File: config.mk
export PLATFORM = sky130hd
export DESIGN_NAME = muldiv_sched
export DESIGN_NICKNAME = d
export VERILOG_FILES = /design/src/rtl/muldiv_sched.sv
export SDC_FILE = /design/constraint.sdc
export NUM_CORES = 2
export LEC_CHECK = 0
export CAP_MARGIN = 25
export CELL_PAD_IN_SITES_DETAIL_PLACEMENT = 0
export CELL_PAD_IN_SITES_GLOBAL_PLACEMENT = 1
export CORE_MARGIN = 2
export CORE_UTILIZATION = 38
export DETAILED_ROUTE_END_ITERATION = 12
export GPL_TIMING_DRIVEN = 0
export HOLD_SLACK_MARGIN = 0.06
export PLACE_DENSITY_LB_ADDON = 0.1
export SLEW_MARGIN = 15
export SYNTH_ARGS = -nofsm -noshare
export SYNTH_HDL_FRONTEND = slang
export SYNTH_SLANG_ARGS = --single-unit
File: constraint.sdc
create_clock -name clk -period 7.9 [get_ports clk]
set_input_delay 1.58 -clock clk [delete_from_list [all_inputs] [get_ports clk]]
set_output_delay 1.58 -clock clk [all_outputs]
set_load 0.05 [all_outputs]
File: src/rtl/muldiv_sched.sv
// Execute-stage scheduler for multi-cycle MULT/MULTU/DIV/DIVU and the HI/LO register pair.
// State | meaning: IDLE accept ops, MTHI/MTLO | MUL multiply countdown | DIV restoring divide | DONE commit pulse
module muldiv_sched #(
  parameter int WIDTH   = 32,
  parameter int MUL_LAT = 3
) (
  input  logic             clk,
  input  logic             reset,
  input  logic             start,
  input  logic [2:0]       op,
  input  logic [WIDTH-1:0] src_a,
  input  logic [WIDTH-1:0] src_b,
  input  logic             flush,
  output logic             stall_req,
  output logic             done,
  output logic [WIDTH-1:0] hi,
  output logic [WIDTH-1:0] lo
);

  localparam int CNT_MAX = (WIDTH > MUL_LAT) ? WIDTH : MUL_LAT;
  localparam int CNT_W   = $clog2(CNT_MAX);

  typedef enum logic [1:0] {IDLE, MUL, DIV, DONE} stateT;

  stateT              state, nextState;
  logic [CNT_W-1:0]   counter;
  logic [WIDTH-1:0]   opA, opB, remReg;
  logic               mulSigned, negQuot, negRem, divZero;

  logic               accept, isMul, isDiv, signedDiv, aNeg, bNeg, counterZero;
  logic [WIDTH-1:0]   absA, absB;
  logic [2*WIDTH-1:0] extA, extB, product;
  logic [WIDTH:0]     shifted, diff;
  logic               qBit;
  logic [WIDTH-1:0]   nextQ, nextRem, quotFix, remFix, rawDividend;

  assign accept      = (state == IDLE) && start && !flush;
  assign isMul       = (op == 3'd1) || (op == 3'd2);
  assign isDiv       = (op == 3'd3) || (op == 3'd4);
  assign signedDiv   = (op == 3'd3);
  assign aNeg        = signedDiv && src_a[WIDTH-1];
  assign bNeg        = signedDiv && src_b[WIDTH-1];
  assign absA        = aNeg ? -src_a : src_a;
  assign absB        = bNeg ? -src_b : src_b;
  assign counterZero = (counter == '0);

  // Sign-extending both operands to 2*WIDTH lets one multiplier serve MULT and MULTU.
  assign extA    = {{WIDTH{mulSigned & opA[WIDTH-1]}}, opA};
  assign extB    = {{WIDTH{mulSigned & opB[WIDTH-1]}}, opB};
  assign product = extA * extB;

  // One restoring step: opA shifts the dividend out MSB-first and collects quotient bits.
  assign shifted     = {remReg, opA[WIDTH-1]};
  assign diff        = shifted - {1'b0, opB};
  assign qBit        = !diff[WIDTH];
  assign nextRem     = qBit ? diff[WIDTH-1:0] : shifted[WIDTH-1:0];
  assign nextQ       = {opA[WIDTH-2:0], qBit};
  assign quotFix     = negQuot ? -nextQ : nextQ;
  assign remFix      = negRem ? -nextRem : nextRem;
  assign rawDividend = negRem ? -opA : opA;

  always_ff @(posedge clk or posedge reset) begin
    if (reset) state <= IDLE;
    else       state <= nextState;
  end

  always_comb begin
    nextState = state;
    stall_req = 1'b0;
    done      = 1'b0;
    case (state)
      IDLE: begin
        stall_req = start && (isMul || isDiv) && !flush;
        if (accept && isMul)      nextState = MUL;
        else if (accept && isDiv) nextState = DIV;
      end
      MUL, DIV: begin
        stall_req = 1'b1;
        if (flush)            nextState = IDLE;
        else if (counterZero) nextState = DONE;
      end
      DONE: begin
        done      = 1'b1;
        nextState = IDLE;
      end
      default: nextState = IDLE;
    endcase
  end

  always_ff @(posedge clk or posedge reset) begin
    if (reset) begin
      counter   <= '0;
      opA       <= '0;
      opB       <= '0;
      remReg    <= '0;
      mulSigned <= 1'b0;
      negQuot   <= 1'b0;
      negRem    <= 1'b0;
      divZero   <= 1'b0;
      hi        <= '0;
      lo        <= '0;
    end else begin
      case (state)
        IDLE: begin
          if (accept) begin
            if (isMul) begin
              opA       <= src_a;
              opB       <= src_b;
              mulSigned <= (op == 3'd1);
              counter   <= CNT_W'(MUL_LAT - 2);
            end else if (isDiv) begin
              opA     <= absA;
              opB     <= absB;
              remReg  <= '0;
              negQuot <= aNeg ^ bNeg;
              negRem  <= aNeg;
              divZero <= (src_b == '0);
              counter <= CNT_W'(WIDTH - 1);
            end else if (op == 3'd5) begin
              hi <= src_a;
            end else if (op == 3'd6) begin
              lo <= src_a;
            end
          end
        end
        MUL: begin
          if (!flush) begin
            if (counterZero) {hi, lo} <= product;
            else             counter  <= counter - 1'b1;
          end
        end
        DIV: begin
          if (!flush) begin
            // A zero divisor idles the datapath so the dividend survives for HI.
            if (!divZero) begin
              opA    <= nextQ;
              remReg <= nextRem;
            end
            if (counterZero) begin
              if (divZero) begin
                lo <= '1;
                hi <= rawDividend;
              end else begin
                lo <= quotFix;
                hi <= remFix;
              end
            end else begin
              counter <= counter - 1'b1;
            end
          end
        end
        default: ;
      endcase
    end
  end

endmodule
# ---- Word-level counts from Yosys, hierarchy flattened
# Index checks and enable logic that the tools add are counted.
dict set report classes {
  addsub 7
  mul 1
  eq_ne 26
  n_mux 54
  bitwise_logic 4
  n_reduce_logical 30
}
# cell n
set ops {}
lappend ops {{two-way mux 32 bit} 37}
lappend ops {{case mux 32 bit (3 select lines)} 2}
lappend ops {{negator 32 bit} 5}
lappend ops {{case mux 32 bit (2 select lines)} 2}
lappend ops {{multiplier 33 x 33 -> 64 bit} 1}
lappend ops {{subtractor 33 x 32 -> 33 bit} 1}
lappend ops {{logical NOT 32 bit} 1}
lappend ops {{two-way mux 5 bit} 5}
lappend ops {{inequality test 2 bit (second input constant)} 12}
lappend ops {{case mux 5 bit (2 select lines)} 1}
lappend ops {{AND reduction 10 bit} 1}
lappend ops {{AND reduction 5 bit} 2}
lappend ops {{== test 3 bit (second input constant)} 3}
lappend ops {{AND reduction 9 bit} 1}
lappend ops {{logical AND 1 bit} 8}
lappend ops {{two-way mux 2 bit} 4}
lappend ops {{== test 3 x 2 -> 1 bit (second input constant)} 2}
lappend ops {{inequality test 3 x 1 -> 1 bit (second input constant)} 2}
lappend ops {{case mux 2 bit (3 select lines)} 1}
lappend ops {{AND reduction 3 bit} 2}
lappend ops {{AND reduction 6 bit} 1}
lappend ops {{nonzero test 2 bit} 3}
lappend ops {{logical NOT 5 bit} 1}
lappend ops {{subtractor 5 x 1 -> 5 bit (second input constant)} 1}
lappend ops {{other kinds (17)} 23}
dict set report word_totals {
  register_bits 171
  input_bits 71
  output_inout_bits 66
  elab_cells 133
}

# ---- Longest topological paths before layout
dict set report depth {
  depth_word 8
  ltp_mapped 32
  depth_no_buf 29
}

# ---- Worst setup path before layout
# Ideal clock, no wire load.
dict set report synth_path {
  path_kind {reg2reg}
  startpoint {register opA[31]}
  endpoint {register hi[28]}
  setup_time_ps 99
  t_arrival_ps 8579
  required_time_ps 7801
  setup_slack_ps -778
  path_stages_with_launch 31
  n_path_buf 3
  synth_period_minus_slack_ps 8678
  cell_sequence {dfrtp_1 -> clkbuf_1 -> and2_1 -> clkbuf_1 -> nand2_1 -> inv_1 -> fa_1 -> inv_1 -> fa_1 -> inv_1 -> fa_1 -> fa_1 -> inv_1 -> fa_1 -> inv_1 -> fa_1 -> inv_1 -> fa_1 -> fa_1 -> inv_1 -> ha_1 -> clkbuf_1 -> nand2_1 -> nor4_1 -> nand3_1 -> or4_1 -> o22ai_1 -> o211ai_1 -> nor3b_1 -> o21ai_0 -> a311oi_1}
}
dict set report synth_between {
  elab_chain_cells 8
  word_cells_on_any_way 12
  classes_between {add/sub: 2; mul: 1; mux: 8; bitwise: 1}
}
# element line_no
set synth_rtl {}
lappend synth_rtl {{start: declaration} 27} ;# logic [WIDTH-1:0] opA, opB, remReg;
lappend synth_rtl {{start signal: assignment} 107} ;# opA <= src_a;
lappend synth_rtl {{start signal: assignment} 112} ;# opA <= absA;
lappend synth_rtl {{start signal: assignment} 136} ;# opA <= nextQ;
lappend synth_rtl {{subtractor 33 x 32 -> 33 bit} 54} ;# assign diff = shifted - {1'b0, opB};
lappend synth_rtl {{two-way mux 32 bit} 56} ;# assign nextRem = qBit ? diff[WIDTH-1:0] : shifted[WIDTH-1:0];
lappend synth_rtl {{negator 32 bit} 59} ;# assign remFix = negRem ? -nextRem : nextRem;
lappend synth_rtl {{two-way mux 32 bit} 59}
lappend synth_rtl {{two-way mux 32 bit} 140} ;# if (divZero) begin
lappend synth_rtl {{two-way mux 32 bit} 139} ;# if (counterZero) begin
lappend synth_rtl {{two-way mux 32 bit} 133} ;# if (!flush) begin
lappend synth_rtl {{case mux 32 bit (3 select lines) (*)} 103} ;# case (state)
lappend synth_rtl {{end signal: assignment} 128} ;# if (counterZero) {hi, lo} <= product;
lappend synth_rtl {{end signal: assignment} 142} ;# hi <= rawDividend;
lappend synth_rtl {{end signal: assignment} 145} ;# hi <= remFix;
lappend synth_rtl {{end: declaration} 16} ;# output logic [WIDTH-1:0] hi,
# Mark *: on every way between the ends. The rest lies on a longest branch, timed or not. The select of a mux whose other input is x is not followed.
# A chain may end at the register's enable or synchronous reset.

# ---- Worst setup path after layout
dict set report layout_path {
  startpoint {register opA[31]}
  endpoint {register hi[31]}
}
# The elaborated chain is that of the path after synthesis.

==> out/metrics.csv <==
stage;metric;value;unit
sta;Final Hold Vio Count;0;
routing;Iteration-0 DRC Markers;4826;
critical_path;R2R Path End;hi[31]$_DFFE_PP0P_;
critical_path;Crit path max-delay family;adder cells;
critical_path;CP max stage cell;fa_2;
critical_path;critical-path maximum fanout;5;
critical_path;FF-to-FF path depth;28;
yosys;asr flop ratio synth;100;%
clock_tree;# H-tree levels;4;
global_routing;vias in the first global route;47700;
yosys;Post-synth top flop;dfrtp_1;
sta;Least-Margin Pin Slew;1190;ps
global_routing;antenna violations before repair;25;
outcome;status;complete, but fails checks;
floorplanning;Rows;136;
critical_path;Slowest Stage Delay on Critical Path;690;ps
global_routing;GRT Util Overall;37.0;%
yosys;Syn Area/Cell;8.60;um^2
critical_path;Worst Path Required;8300;ps
sta;Final setup viols;25;
critical_path;CP startpoint;opA[31]$_DFFE_PP0P_;
yosys;Post-synth EDFFs;0;
sta;Final Max Tran Viols;0;
clock_tree;Max clock buf depth;2;
routing;Pre-antenna DRT Iters;8;
sta;setup ws final;-512;ps
sta;unrepaired setup endpoints after global routing;true;
finish;synth-to-layout area growth;18.8;%
finish;most common cell after layout, fill and taps aside;inv_1;
clock_tree;clk sinks;171;
critical_path;RR Startpoint;opA[31]$_DFFE_PP0P_;
sta;Layout Skew;17.6;ps
worst_hold_path;hold_sp;hi[0]$_DFFE_PP0P_;
routing;Routed WL;260000;um
yosys;Seq cells post-synth;171;
finish;commonest non-fill, non-tap cells in the layout;1121 x inv_1, 1082 x fa_1, 946 x nand2_1, 298 x and2_1, 263 x nor2_1;
yosys;Netlist cell types;100;
yosys;Cells after Synth;6099;
sta;Worst Hold Slack;490;ps
clock_tree;clk root buf;clkbuf_16;
clock_tree;CTS tree;done;
place;area of placed instances;56800;um^2
clock_tree;clock slew at reported path FFs;90;ps
floorplanning;Ports;137;
clock_tree;Clk Latency, worst-skew pair;540;ps
floorplanning;Initial Utilization;38.2;%
place;Post-DP HPWL;218000;um
worst_hold_path;worst hold path cell count;1;
critical_path;R2R Setup Slk;-510;ps
finish;layout cell share with drive strength beyond 1;14.9;%
critical_path;worst setup path class;reg2reg;
floorplanning;area of the core;137000;um^2
sta;Tcrit/Tclk final;106;%
critical_path;Worst setup SP type;register;
routing;DR WL/cell;31.4;um
yosys;Synth Warn #;0;
finish;Nets;7921;
clock_tree;CTS Buf Count;17;
global_routing;pin count of the biggest net entering global routing;90;
worst_hold_path;Hold Path End;hi[0]$_DFFE_PP0P_;
sta;Fmax;119;MHz
outcome;failing checks;setup timing;
critical_path;CP arrival;8810;ps
floorplanning;die span in y;376;um
routing;# DRC;0;
flow_run;Max-cap violations;0;
routing;routed vias/inst;5.67;
floorplanning;die width;376;um
global_routing;grt total ovfl;0;
critical_path;most frequent CP cell;fa_1;
routing;via count;47000;
global_routing;first-pass GRT wire length;365000;um
floorplanning;Die Area;141000;um^2
place;RD Place Congestion;0.994;
yosys;Cell Area, Synth;52500;um^2
routing;Routed Antenna Nets;0;
critical_path;crit path capture type;register;
yosys;post-synthesis sequential area ratio;8.16;%
place;Port Buffer Count;134;
yosys;Synth Net Count;7552;
sta;Max-slew headroom;20.5;%
finish;final instance area;62400;um^2
critical_path;Buf/Inv on CP;7;
worst_hold_path;Worst Hold Class;reg2reg;
sta;min Tclk post-route;8410;ps
layer usage:
metal	share of wire, %	vias to the layer above	wire [um]	GRT usage [%]
met2	44	2200	115000	56.6
met5	0.0050	-	13	0
met3	8.4	454	22000	6.73
li1	-	19600	-	-
met1	42	24700	109000	51.2
met4	5.6	2	14500	16.7
cell type report:
type	count	area, um^2
Fill cell	13800	75000
Buffer	342	2590
Multi-Input combinational cell	4342	44200
Clock buffer	17	425
Timing Repair Buffer	387	3770
Tap cell	1794	2240
Inverter	1207	4590
Sequential cell	171	4370
Antenna cell	10	25.0
Clock inverter	15	176
cells by family (layout without fill, tap and decap cells):
group | Yosys count | in the layout | share of synthesized area, %
simple gates | 1841 | 1841 | 16.1
buf+inv | 1586 | 1968 | 11.4
fa+ha+maj | 1382 | 1382 | 49.1
compound gates | 876 | 876 | 11.0
xor+xnor | 193 | 193 | 3.22
flops | 171 | 171 | 8.16
mux | 50 | 50 | 1.03
other cells | 0 | 10 | 0
sequential cells by signal, indices dropped and copies added (netlist names):
| signal | count |
|---|---|
| negRem | 1 |
| counter | 5 |
| opA | 32 |
| opB | 32 |
| remReg | 32 |
| state | 2 |
| mulSigned | 1 |
| lo | 32 |
| divZero | 1 |
| negQuot | 1 |
| hi | 32 |
synth_stat cells, types with 9 or more instances:
| cell type | instances | area share, % |
|---|---|---|
| a211oi_1 | 23 | 0.33 |
| a21o_1 | 67 | 0.96 |
| a21oi_1 | 198 | 1.9 |
| a221oi_1 | 28 | 0.47 |
| a22o_1 | 12 | 0.20 |
| a311oi_1 | 10 | 0.17 |
| a31oi_1 | 33 | 0.39 |
| and2_1 | 307 | 3.7 |
| and3_1 | 36 | 0.43 |
| buf_1 | 40 | 0.29 |
| buf_2 | 20 | 0.19 |
| clkbuf_1 | 316 | 2.3 |
| dfrtp_1 | 171 | 8.2 |
| fa_1 | 1126 | 43 |
| ha_1 | 256 | 6.1 |
| inv_1 | 1199 | 8.6 |
| mux2_2 | 11 | 0.24 |
| mux2i_1 | 36 | 0.69 |
| nand2_1 | 958 | 6.9 |
| nand2b_1 | 15 | 0.18 |
| nand3_1 | 45 | 0.43 |
| nand3b_1 | 10 | 0.14 |
| nand4_1 | 21 | 0.25 |
| nor2_1 | 274 | 2.0 |
| nor2b_1 | 9 | 0.11 |
| nor3_1 | 54 | 0.52 |
| nor4_1 | 24 | 0.29 |
| o2111ai_1 | 10 | 0.17 |
| o211a_1 | 9 | 0.17 |
| o211ai_1 | 28 | 0.40 |
| o21a_1 | 13 | 0.19 |
| o21ai_0 | 237 | 2.3 |
| o21bai_1 | 14 | 0.20 |
| o221ai_1 | 9 | 0.15 |
| o31ai_1 | 55 | 0.79 |
| o41ai_1 | 15 | 0.25 |
| or2_2 | 20 | 0.24 |
| or3_1 | 24 | 0.29 |
| or4_1 | 10 | 0.14 |
| xnor2_1 | 134 | 2.2 |
| xor2_1 | 59 | 0.98 |
metrics by stage:
stage	util, %	cells	setup TNS, ps	setup slack [ps]
2_1_floorplan	-	6099	0	21.3
3_3_place_gp	40.9	8027	-358950	-3540
3_5_place_dp	41.3	8068	-90030	-2780
4_1_cts	44.5	8211	-8180	-710
5_1_grt	45.4	8276	-11570	-729
6_report	45.4	8285	-6730	-512
how the worst max path moves through the flow:
stage                         end  slack, ps  cells after the start
3_3_place_gp   hi[31]$_DFFE_PP0P_      -3540                     30
2_1_floorplan  hi[28]$_DFFE_PP0P_         20                     30
4_1_cts        hi[28]$_DFFE_PP0P_       -710                     31
3_5_place_dp   hi[16]$_DFFE_PP0P_      -2780                     30
5_1_grt        hi[31]$_DFFE_PP0P_       -730                     29
6_report       hi[31]$_DFFE_PP0P_       -510                     28
timing repair:
action | CTS | global route
endpoints found under the setup margin | 51 | 48
endpoints found under the hold margin | 0 | 0
setup buffers | 143 | 69
gates resized for setup | 767 | 221
hold buffers | 0 | 0
pin swaps | 130 | 161
cloned | 1 | 1
Power is left out: the tool's default activity adds up to more than one toggle a clock period on the data nets, which glitch-free logic cannot reach.
